===== config.mk =====
export PLATFORM = sky130hd
export DESIGN_NAME = systolic_edge_feeder
export DESIGN_NICKNAME = d
export VERILOG_FILES = /design/src/rtl/systolic_edge_feeder.sv
export SDC_FILE = /design/constraint.sdc
export NUM_CORES = 1
export LEC_CHECK = 0
export ABC_AREA = 1
export CAP_MARGIN = 30
export CORE_MARGIN = 2
export CORE_UTILIZATION = 45
export DETAILED_ROUTE_END_ITERATION = 8
export GPL_TIMING_DRIVEN = 0
export PLACE_DENSITY = 0.72
export SLEW_MARGIN = 20
export SYNTH_ARGS = -nofsm -noshare
export SYNTH_HDL_FRONTEND = slang
export SYNTH_SLANG_ARGS = --single-unit
export TNS_END_PERCENT = 5

===== constraint.sdc =====
create_clock -name clk -period 1.9 [get_ports clk]
set_clock_uncertainty 0.15 [all_clocks]
set_input_delay 0.38 -clock clk [delete_from_list [all_inputs] [get_ports clk]]
set_output_delay 0.38 -clock clk [all_outputs]
set_load 0.1 [all_outputs]

===== src/rtl/systolic_edge_feeder.sv =====
// -----------------------------------------------------------------------------
// systolic_edge_feeder
//
// Feeds one edge (left/A or top/B) of a 2-D systolic PE array. Accepts one
// K-step vector per beat over valid/ready and applies a triangular skew so
// lane i reaches the array i cycles later than lane 0. Each tile is framed by
// a one-cycle clear_all pulse before the first beat and a one-cycle done pulse
// after the last skewed element has left the edge.
//
// Parameters:
//   LANES    - number of array rows/columns fed
//   DATA_W_P - signed element width (matches DATA_W of the backbone package)
//   K_W      - width of the K-length field
//
// Ports:
//   clk, rst_n       - clock, asynchronous active-low reset
//   start, k_len     - tile start pulse and beat count, sampled in IDLE only
//   busy, done       - high outside IDLE / one-cycle tile-end pulse
//   s_valid, s_ready - input beat handshake
//   s_data           - LANES packed elements, lane i at [i*DATA_W_P +: DATA_W_P]
//   clear_all        - accumulator clear to the array
//   edge_data        - skewed elements to the array edge, same packing
//   edge_valid       - per-lane valid, skewed identically to data
//   stall_cycles     - (FEEDER_STALL_CNT_EN only) saturating count of FEED
//                      cycles that had s_ready=1 and s_valid=0
//
// Optional feature macro: FEEDER_STALL_CNT_EN
// -----------------------------------------------------------------------------
module systolic_edge_feeder #(
  parameter int LANES    = 4,
  parameter int DATA_W_P = 8,
  parameter int K_W      = 16
) (
  input  logic                      clk,
  input  logic                      rst_n,
  input  logic                      start,
  input  logic [K_W-1:0]            k_len,
  output logic                      busy,
  output logic                      done,
  input  logic                      s_valid,
  output logic                      s_ready,
  input  logic [LANES*DATA_W_P-1:0] s_data,
  output logic                      clear_all,
  output logic [LANES*DATA_W_P-1:0] edge_data,
  output logic [LANES-1:0]          edge_valid
`ifdef FEEDER_STALL_CNT_EN
  ,
  output logic [31:0]               stall_cycles
`endif
);

  localparam int FW = $clog2(LANES + 1);

  typedef enum logic [2:0] {
    ST_IDLE  = 3'd0,
    ST_CLEAR = 3'd1,
    ST_FEED  = 3'd2,
    ST_FLUSH = 3'd3,
    ST_DONE  = 3'd4
  } state_t;

  state_t         state_r;
  state_t         state_s;
  logic [K_W-1:0] remaining_r;
  logic [FW-1:0]  flush_cnt_r;
  logic           accept_s;

  // s_ready is a registered decode of the FEED state, so this is the beat handshake
  assign accept_s = s_valid && s_ready;

  // Next-state logic for the tile framing FSM
  always_comb begin
    state_s = state_r;
    case (state_r)
      ST_IDLE: begin
        if (start) state_s = ST_CLEAR;
        else       state_s = ST_IDLE;
      end
      ST_CLEAR: begin
        if (remaining_r != {K_W{1'b0}}) state_s = ST_FEED;
        else                            state_s = ST_DONE;
      end
      ST_FEED: begin
        if (accept_s && (remaining_r == K_W'(1))) state_s = ST_FLUSH;
        else                                      state_s = ST_FEED;
      end
      ST_FLUSH: begin
        // LANES flush cycles let the deepest lane drain its last element
        if (flush_cnt_r == FW'(LANES - 1)) state_s = ST_DONE;
        else                               state_s = ST_FLUSH;
      end
      ST_DONE: begin
        state_s = ST_IDLE;
      end
      default: begin
        state_s = ST_IDLE;
      end
    endcase
  end

  // State register and outputs registered from the next-state decode
  always_ff @(posedge clk or negedge rst_n) begin
    if (!rst_n) begin
      state_r   <= ST_IDLE;
      busy      <= 1'b0;
      clear_all <= 1'b0;
      s_ready   <= 1'b0;
      done      <= 1'b0;
    end else begin
      state_r   <= state_s;
      busy      <= (state_s != ST_IDLE);
      clear_all <= (state_s == ST_CLEAR);
      s_ready   <= (state_s == ST_FEED);
      done      <= (state_s == ST_DONE);
    end
  end

  // Remaining-beat and flush counters
  always_ff @(posedge clk or negedge rst_n) begin
    if (!rst_n) begin
      remaining_r <= {K_W{1'b0}};
      flush_cnt_r <= FW'(0);
    end else begin
      case (state_r)
        ST_IDLE: begin
          if (start) remaining_r <= k_len;
        end
        ST_FEED: begin
          if (accept_s) remaining_r <= remaining_r - K_W'(1);
        end
        default: begin
          remaining_r <= remaining_r;
        end
      endcase
      if (state_r == ST_FLUSH) flush_cnt_r <= flush_cnt_r + FW'(1);
      else                     flush_cnt_r <= FW'(0);
    end
  end

  // Triangular skew: lane i is a free-running shift register of depth i+1.
  // Non-accept cycles inject zero data so holes never carry stale values.
  for (genvar i = 0; i < LANES; i++) begin : g_lane
    logic [DATA_W_P-1:0] sr_data  [0:i];
    logic                sr_valid [0:i];

    // Per-lane shift register, shifts every cycle regardless of state
    always_ff @(posedge clk or negedge rst_n) begin
      if (!rst_n) begin
        for (int j = 0; j <= i; j++) begin
          sr_data[j]  <= {DATA_W_P{1'b0}};
          sr_valid[j] <= 1'b0;
        end
      end else begin
        sr_data[0]  <= accept_s ? s_data[i*DATA_W_P +: DATA_W_P] : {DATA_W_P{1'b0}};
        sr_valid[0] <= accept_s;
        for (int j = 1; j <= i; j++) begin
          sr_data[j]  <= sr_data[j-1];
          sr_valid[j] <= sr_valid[j-1];
        end
      end
    end

    assign edge_data[i*DATA_W_P +: DATA_W_P] = sr_data[i];
    assign edge_valid[i]                     = sr_valid[i];
  end

`ifdef FEEDER_STALL_CNT_EN
  // Saturating stall counter, cleared at the start of each tile
  always_ff @(posedge clk or negedge rst_n) begin
    if (!rst_n) begin
      stall_cycles <= 32'd0;
    end else if (state_r == ST_CLEAR) begin
      stall_cycles <= 32'd0;
    end else if (s_ready && !s_valid && (stall_cycles != 32'hFFFF_FFFF)) begin
      stall_cycles <= stall_cycles + 32'd1;
    end else begin
      stall_cycles <= stall_cycles;
    end
  end
`endif

endmodule


== Yosys cells after proc, flatten, opt, wreduce, memory -nomap -nowiden ==
Cells that the tools add are included.
Word-level totals
  register bits: 110
  logic and storage cells: 53
Cells by class
  $add $sub $neg: 2
  equal/unequal tests: 10
  multiplexer cells: 13
  reductions and logical operators: 7
Operator list (number)
  $mux W16: 2
  $mux W8: 4
  $pmux W16 S2: 1
  $eq A16 B1 Y1 const B: 1
  $reduce_bool A16 Y1: 1
  $sub A16 B1 Y16 const B: 1
  $eq A3 B2 Y1 const B: 4
  $pmux W3 S4: 1
  $mux W3: 3
  $eq A3 B1 Y1 const B: 2
  $ne A2 B2 Y1 const B: 2
  $add A3 B1 Y3 const B: 1
  $eq A3 B3 Y1 const B: 1
  $logic_not A3 Y1: 1
  $reduce_and A3 Y1: 1
  $reduce_bool A3 Y1: 1
  $logic_and A1 B1 Y1: 2
  $mux W1: 2
  $reduce_bool A2 Y1: 1

== Depth between registers and ports, before layout ==
  depth after elaboration: 5
  depth in mapped cells: 9
  depth with buffers taken out: 9

== Least setup slack after synthesis ==
OpenSTA, ideal clock, no wires.
  path type: reg2reg
  from: register s_ready
  to: register remaining_r[1]
  library setup time: 0.074 ns
  data arrival time: 1.746 ns
  data required time: 1.676 ns
  slack: -0.069 ns
  stages on the path, launching flop included: 7
  clock period less this slack: 1.969 ns
  cell sequence: dfrtp_1 -> nand2_2 -> o21ai_2 -> buf_6 -> buf_12 -> o211ai_2 -> o21ai_2
On the way
  longest elaborated chain between the ends: 3
Ends and longest elaborated chain
  from (decl): RTL line 41  | output logic s_ready,
  from (signal assigned): RTL line 113  | s_ready <= (state_s == ST_FEED);
  $logic_and A1 B1 Y1: RTL line 69  | assign accept_s = s_valid && s_ready;
  $ne A2 B2 Y1 (no source line)
  $reduce_and A3 Y1 (no source line)
  to (signal assigned): RTL line 121  | remaining_r <= {K_W{1'b0}};
  to (signal assigned): RTL line 126  | if (start) remaining_r <= k_len;
  to (signal assigned): RTL line 129  | if (accept_s) remaining_r <= remaining_r - K_W'(1);
  to (decl): RTL line 64  | logic [K_W-1:0] remaining_r;
Every way passes these cells.
A chain may end at the register's enable or synchronous reset.

== Final worst setup path ==
  from: register s_ready
  to: output port s_ready
No word-level cell between the ends.

==> results.txt <==
- Row generation in the floorplan step produced 35 rows.
- At the worst endpoint, the required time is 1.37 ns.
- In this run the remaining antenna-violating nets after routing total 0.
- The worst hold path passes through 0 cells.
- Counting both buffers and inverters, the worst setup path holds a total of 1.
- The first global-routing pass estimated 13.30 mm of wire.
* Count of pins on the block boundary: 92
- Net count, final: 580
* Worst-Margin Slew: 0.5615 ns
- Number of CTS-inserted buffers: 9
* Clock slew at reported path FFs: 0.11 ns
- The initial utilization of the core area, before any placement, comes to 0.4599.
- Global placement routability congestion: 0.8703
- Total congestion overflow: 0
* Result of the run: finished clean
- The finished cells cover 0.005466 sq mm.
- For this run, the number of standard cells in the final layout without fillers is 639.
- Summing every instance area after synthesis gives 0.004209 sq mm.
* Clock insertion delay at the later pin of the skew report: 0.37 ns
- Category of the critical setup timing path: register to output port
- The routed design uses 3.835 mm of met2 wire.
- The number of pins exceeding their max-slew limit in the final report came to 0.
- Max Buffers Root-to-Sink: 2
- Maxcap violations: 0
- Number of DRC markers after the initial detailed-route iteration: 71
- Minimum clock period: 1.831 ns
- Util after Layout: 0.5973
- Sequence of cells on the critical path: clkdlybuf4s15_2
- Post-CTS setup repair buffer count: 0
* Worst hold path type: register to register
- The number of hold violations in the final report came to 0.
- In the final layout, the share of cells above drive strength 1 is 0.1970.
- Headroom to the max-slew limit came out at 0.6274.
- For this run, the top clock speed supported by timing is 546.1 MHz.
- Setup violations remaining at the end of the flow were counted as 0.
- Yosys Warn Count: 0
* Maximum number of pins on one net before global-route repair: 70
- For this run, the register share of the synthesized area comes to 0.6540.
- The number of cells on the worst reg-to-reg path is 8.
* Critical-path top delay cell: sky130_fd_sc_hd__clkdlybuf4s15_2
- After detailed routing, the wire length on met1 is 3.527 mm.
- The via count of the first global-routing pass is 2,918.
- Fill cells in the final layout number 800.
* Antenna diodes: 0
- Overall routed net length: 7.817 mm
* Critical path capture point type: output port
* Syn_area_per_cell: 10.05 sq um
- H-tree levels: 3
* Area of the die: 0.01014 sq mm
- Longest individual stage delay on the worst path: 0.56 ns
* Core area: 0.009153 sq mm
* Number of register bits inferred by synthesis: 110
- Routed length per instance: 12.23 um
- Adding up every negative setup slack in the final design gives 0 ns.
- Summed over all cells, the static leakage comes to 2.892 nW.
* Startpoint type of the worst setup path: register
- Number of remaining DRC errors: 0
- Compared with the post-synthesis result, the final layout area differs by 29.88%.
- In this run the power density over the cells is 1439 mW/mm^2.
* Total stage count of the critical path: 1
- Setup repair after global routing missed its margin: false
- Initial antenna violation count: 0
* Overall global routing resource usage: 0.1675
* Cell count after synthesis: 419
- Part of the cycle the worst path needs: 0.9638
* Maximum VDD drop: 0.6237 mV
- During placement, the flow inserted port buffers numbering 91.
* Count of vias placed by the detailed router: 2,922
* Number of cells after detailed placement: 622
- TritonCTS Sinks: 110
- After detailed routing, the met3 layer carries 388 um of wire.
- Arrival @ worst endpoint: 1.30 ns
- The die is 100.7 um tall.
- Synthesized Nets: 476
- Root Buffer Master: sky130_fd_sc_hd__clkbuf_8
- Summing all placed instances gives a cell area of 0.005289 sq mm.
* Vias per cell: 4.573
- Measured along the x axis, the die boundary spans 100.7 um.
- Drt first pass iters: 4
- The kind of cell with the highest combined delay along the critical path is buffers and inverters.
* Half-perimeter wire length after placement: 5.622 mm
- Summing all flip-flop and latch instances after layout gives 0.002754 sq mm.
* Footprint of the multi-input gates: 980.9 sq um
- Worst hold slack across all endpoints: 0.2058 ns
- Number of distinct library cells after synthesis: 24
- Maximum net fanout on the critical path: 2
* Highest metal layer with signal wires: met4
- TritonCTS built the clock tree.
cells by family (layout without fill, tap and decap cells):
kind of cell | Yosys count | count (layout) | share of synthesized area
AO/OA/AOI/OAI | 26 | 26 | 0.03626
flip-flops | 110 | 110 | 0.6540
XOR/XNOR | 1 | 1 | 0.002081
buffers and inverters | 91 | 200 | 0.1130
AND/OR/NAND/NOR | 186 | 186 | 0.1798
adder cells (fa/ha/maj) | 5 | 5 | 0.01486
per-stage QoR:
step | setup WS, ns | total power [mW]
after floorplan | 0.2371 | 5.692
after global placement | -4.067 | 6.491
after detailed placement | -0.1878 | 6.575
after CTS | 0.0004805 | 7.942
after global routing | 0.004443 | 8.414
final | 0.06885 | 7.868
synthesized netlist by cell type:
library cell / n / area (sq um)
sky130_fd_sc_hd__o211ai_2: 1 / 12.51
sky130_fd_sc_hd__nand2_2: 2 / 12.51
sky130_fd_sc_hd__nor2_4: 1 / 11.26
sky130_fd_sc_hd__nand2_4: 1 / 11.26
sky130_fd_sc_hd__ha_1: 5 / 62.56
sky130_fd_sc_hd__inv_1: 55 / 206.5
sky130_fd_sc_hd__inv_2: 2 / 7.510
sky130_fd_sc_hd__buf_12: 1 / 20.02
sky130_fd_sc_hd__dfrtp_1: 110 / 2753
sky130_fd_sc_hd__nor3_1: 1 / 5.000
sky130_fd_sc_hd__nand2_1: 80 / 300.3
sky130_fd_sc_hd__nor2_2: 3 / 18.77
sky130_fd_sc_hd__nand4_1: 3 / 18.77
sky130_fd_sc_hd__buf_2: 1 / 5.000
sky130_fd_sc_hd__a21oi_1: 1 / 5.000
sky130_fd_sc_hd__nor2_1: 77 / 289.0
sky130_fd_sc_hd__buf_1: 3 / 11.26
sky130_fd_sc_hd__buf_6: 2 / 22.52
sky130_fd_sc_hd__o21ai_0: 17 / 85.08
sky130_fd_sc_hd__o21ai_2: 4 / 35.03
sky130_fd_sc_hd__o21ai_1: 3 / 15.01
sky130_fd_sc_hd__nand3_1: 18 / 90.09
sky130_fd_sc_hd__buf_4: 27 / 202.7
sky130_fd_sc_hd__xnor2_1: 1 / 8.760
layout by cell type (no fill, tap or decap), types with 4 or more instances in the layout:
cell type,instances
sky130_fd_sc_hd__o21ai_2,4
sky130_fd_sc_hd__nor2_1,77
sky130_fd_sc_hd__dfrtp_1,109
sky130_fd_sc_hd__nand3_1,18
sky130_fd_sc_hd__clkdlybuf4s15_2,15
sky130_fd_sc_hd__clkdlybuf4s50_1,50
sky130_fd_sc_hd__nand2_1,80
sky130_fd_sc_hd__inv_1,55
sky130_fd_sc_hd__ha_1,5
sky130_fd_sc_hd__clkbuf_8,9
sky130_fd_sc_hd__o21ai_0,17
sky130_fd_sc_hd__buf_4,51
cell type report:
class | count | share of cell area
Tap cell | 111 | 0.02541
Clock inverter | 7 | 0.01648
Clock buffer | 9 | 0.02266
Sequential cell | 110 | 0.5038
Multi-Input combinational cell | 218 | 0.1794
Timing Repair Buffer | 93 | 0.1653
Inverter | 57 | 0.03914
Buffer | 34 | 0.04784
per-layer routing:
metal | GRT usage | up-vias
met1 | 0.2164 | 1394
met4 | 0.04426 | 0
met2 | 0.2856 | 75
met5 | 0 | -
met3 | 0.03814 | 7
li1 | - | 1446
report_power, final:
group	switching [mW]	internal, mW
sequential	0.307	2.83
combinational	2.35	0.979
clock	0.869	0.532
registers in the layout, summed over array words and instances (netlist names), 3 cells and up:
register	flops
remaining_r	16
state_r	3
edge_data	24
g_lane.sr_valid	3
flush_cnt_r	3
g_lane.sr_data	56
final timing paths:
path	to	from	slack, ns
max	s_ready	s_ready	0.07
min	g_lane[2].sr_data[12]	g_lane[2].sr_data[20]	0.21
max reg2reg	remaining_r[11]	remaining_r[0]	0.26
min reg2reg	g_lane[2].sr_data[12]	g_lane[2].sr_data[20]	0.21
max in group asynchronous	g_lane[3].sr_data[30]	rst_n	0.60
min in group asynchronous	g_lane[0].sr_data[2]	rst_n	0.34
repair_timing:
action | 4_1_cts | 5_1_grt
hold buffers | 1 | 0
endpoints found under the setup margin | 40 | 2
endpoints found under the hold margin | 41 | 0
resized for setup | 126 | 2
Power figures use the tool's default switching activity.
==> patch: new RTL, config.mk and constraints unchanged <==
Add a define of `FEEDER_STALL_CNT_EN`.
--- a/src/rtl/systolic_edge_feeder.sv
+++ b/src/rtl/systolic_edge_feeder.sv
@@ -27,4 +27,6 @@
 // Optional feature macro: FEEDER_STALL_CNT_EN
 // -----------------------------------------------------------------------------
+`define FEEDER_STALL_CNT_EN
+
 module systolic_edge_feeder #(
   parameter int LANES    = 4,
Formal check against the unedited RTL (old outputs only; new: stall_cycles): equivalent (equiv_simple and equiv_induct, registers matched by name and starting in step).
==> patch against the original RTL <==
- the flow now finishes with violations (setup timing)
- sequential cell count grew 32
- via count is 74% higher
- total power up 49%
- worst setup slack lost 120 ps
- non-clock buffer count is 51 higher
- wire length increased by 82%
- synthesized cell count up 75%
- sequential share of layout area decreased by 7.9 points
- design area rose by 55%
- die area is 46% higher
- hold slack worse by 12 ps
- synthesized area up 48%
==> patch: results (changes against the original RTL) <==
----------------------------------------------------
[Synth]
  Post-Syn Area ... 6240 um^2 (+48%)
  Synthesized-area fraction occupied by xor and xnor cells ... 1.82% (+1.6 points)
  List of most frequent post-synthesis cells ... nand2_1, dfrtp_1, nor2_1, inv_1, nand3_1
  Number of library cell types mapped by synthesis ... 33 (+38%)

[Status]
  Outcome ... finished, violations left
  Violated checks ... setup timing

[Cells and area]
  Finished Cell Area ... 8470 um^2 (+55%)
  Filler cell count ... 1212 (+52%)
  Non-Clock Buffer Area Fraction ... 17.5% (-3.8 points)
  Number of nets in the final layout ... 946 (+63%)
  Multi-input gate share of total cell area ... 26.0% (+8.0 points)

[Place]
  Worst slack at placement ... -532 ps (-344 ps)
  Count of input and output buffers ... 123 (+35%)
  Placed wire-length estimate ... 10100 um (+79%)
  Number of cells in the design after placement ... 1036 (+67%)

[STA]
  Fin Setup TNS ... -639 ps (-639 ps)
  Setup-failing EPs final ... 19 (+19)
  Worst hold margin ... 194 ps (-11.6 ps)
  Setup slack of the critical path after layout ... -50.5 ps (-119 ps)

[Power]
  Leakage dissipation ... 4.28 nW (+48%)

[Detailed routing]
  Avg Vias per Cell ... 4.71 (+3.0%)
  Per-cell routed wire length ... 13.2 um (+7.9%)

[Clock network]
  Cells resized by post-CTS repair ... 310 (+150%)
  Root cell of the clock tree ... clkbuf_16

[Setup path]
  Arrival @ worst endpoint ... 2150 ps (+850 ps)

[Global route]
  Largest net degree at the start of global routing ... 87 (+24%)

----------------------------------------------------
==> patch: power by group <==
part           switching [mW]  total [mW]  internal, mW  leakage (nW)
sequential              0.335        3.90          3.57          1.85
clock                    1.31        3.67          2.35         0.317
combinational            2.91        4.13          1.22          2.11
==> patch: worst max path at each step <==
stage,depth (start not counted),to,slack [ps]
floorplan,13,stall_cycles[2],-200
global route,13,stall_cycles[30],-150
global placement,1,stall_cycles[0],-6340
CTS,12,stall_cycles[21],-230
detailed placement,9,remaining_r[12],-530
finish,13,stall_cycles[2],-50
==> patch: layer usage <==
metal  vias to the layer above  track usage, %  wire length, um  part of all wire (%)
met5                         -               0                0                     0
met2                       136            32.1             7150                    50
met4                         0            7.90              255                   1.8
met1                      2381            27.5             6280                    44
met3                        18            3.84              585                   4.1
li1                       2555               -                -                     -
==> patch: worst max-delay path: cells and delay by family, from the launching register on <==
family                     cells  cell delay (ps)
adders and majority gates      1              150
buffers and inverters          3              310
DFF                            1              450
and+or+nand+nor                9              830
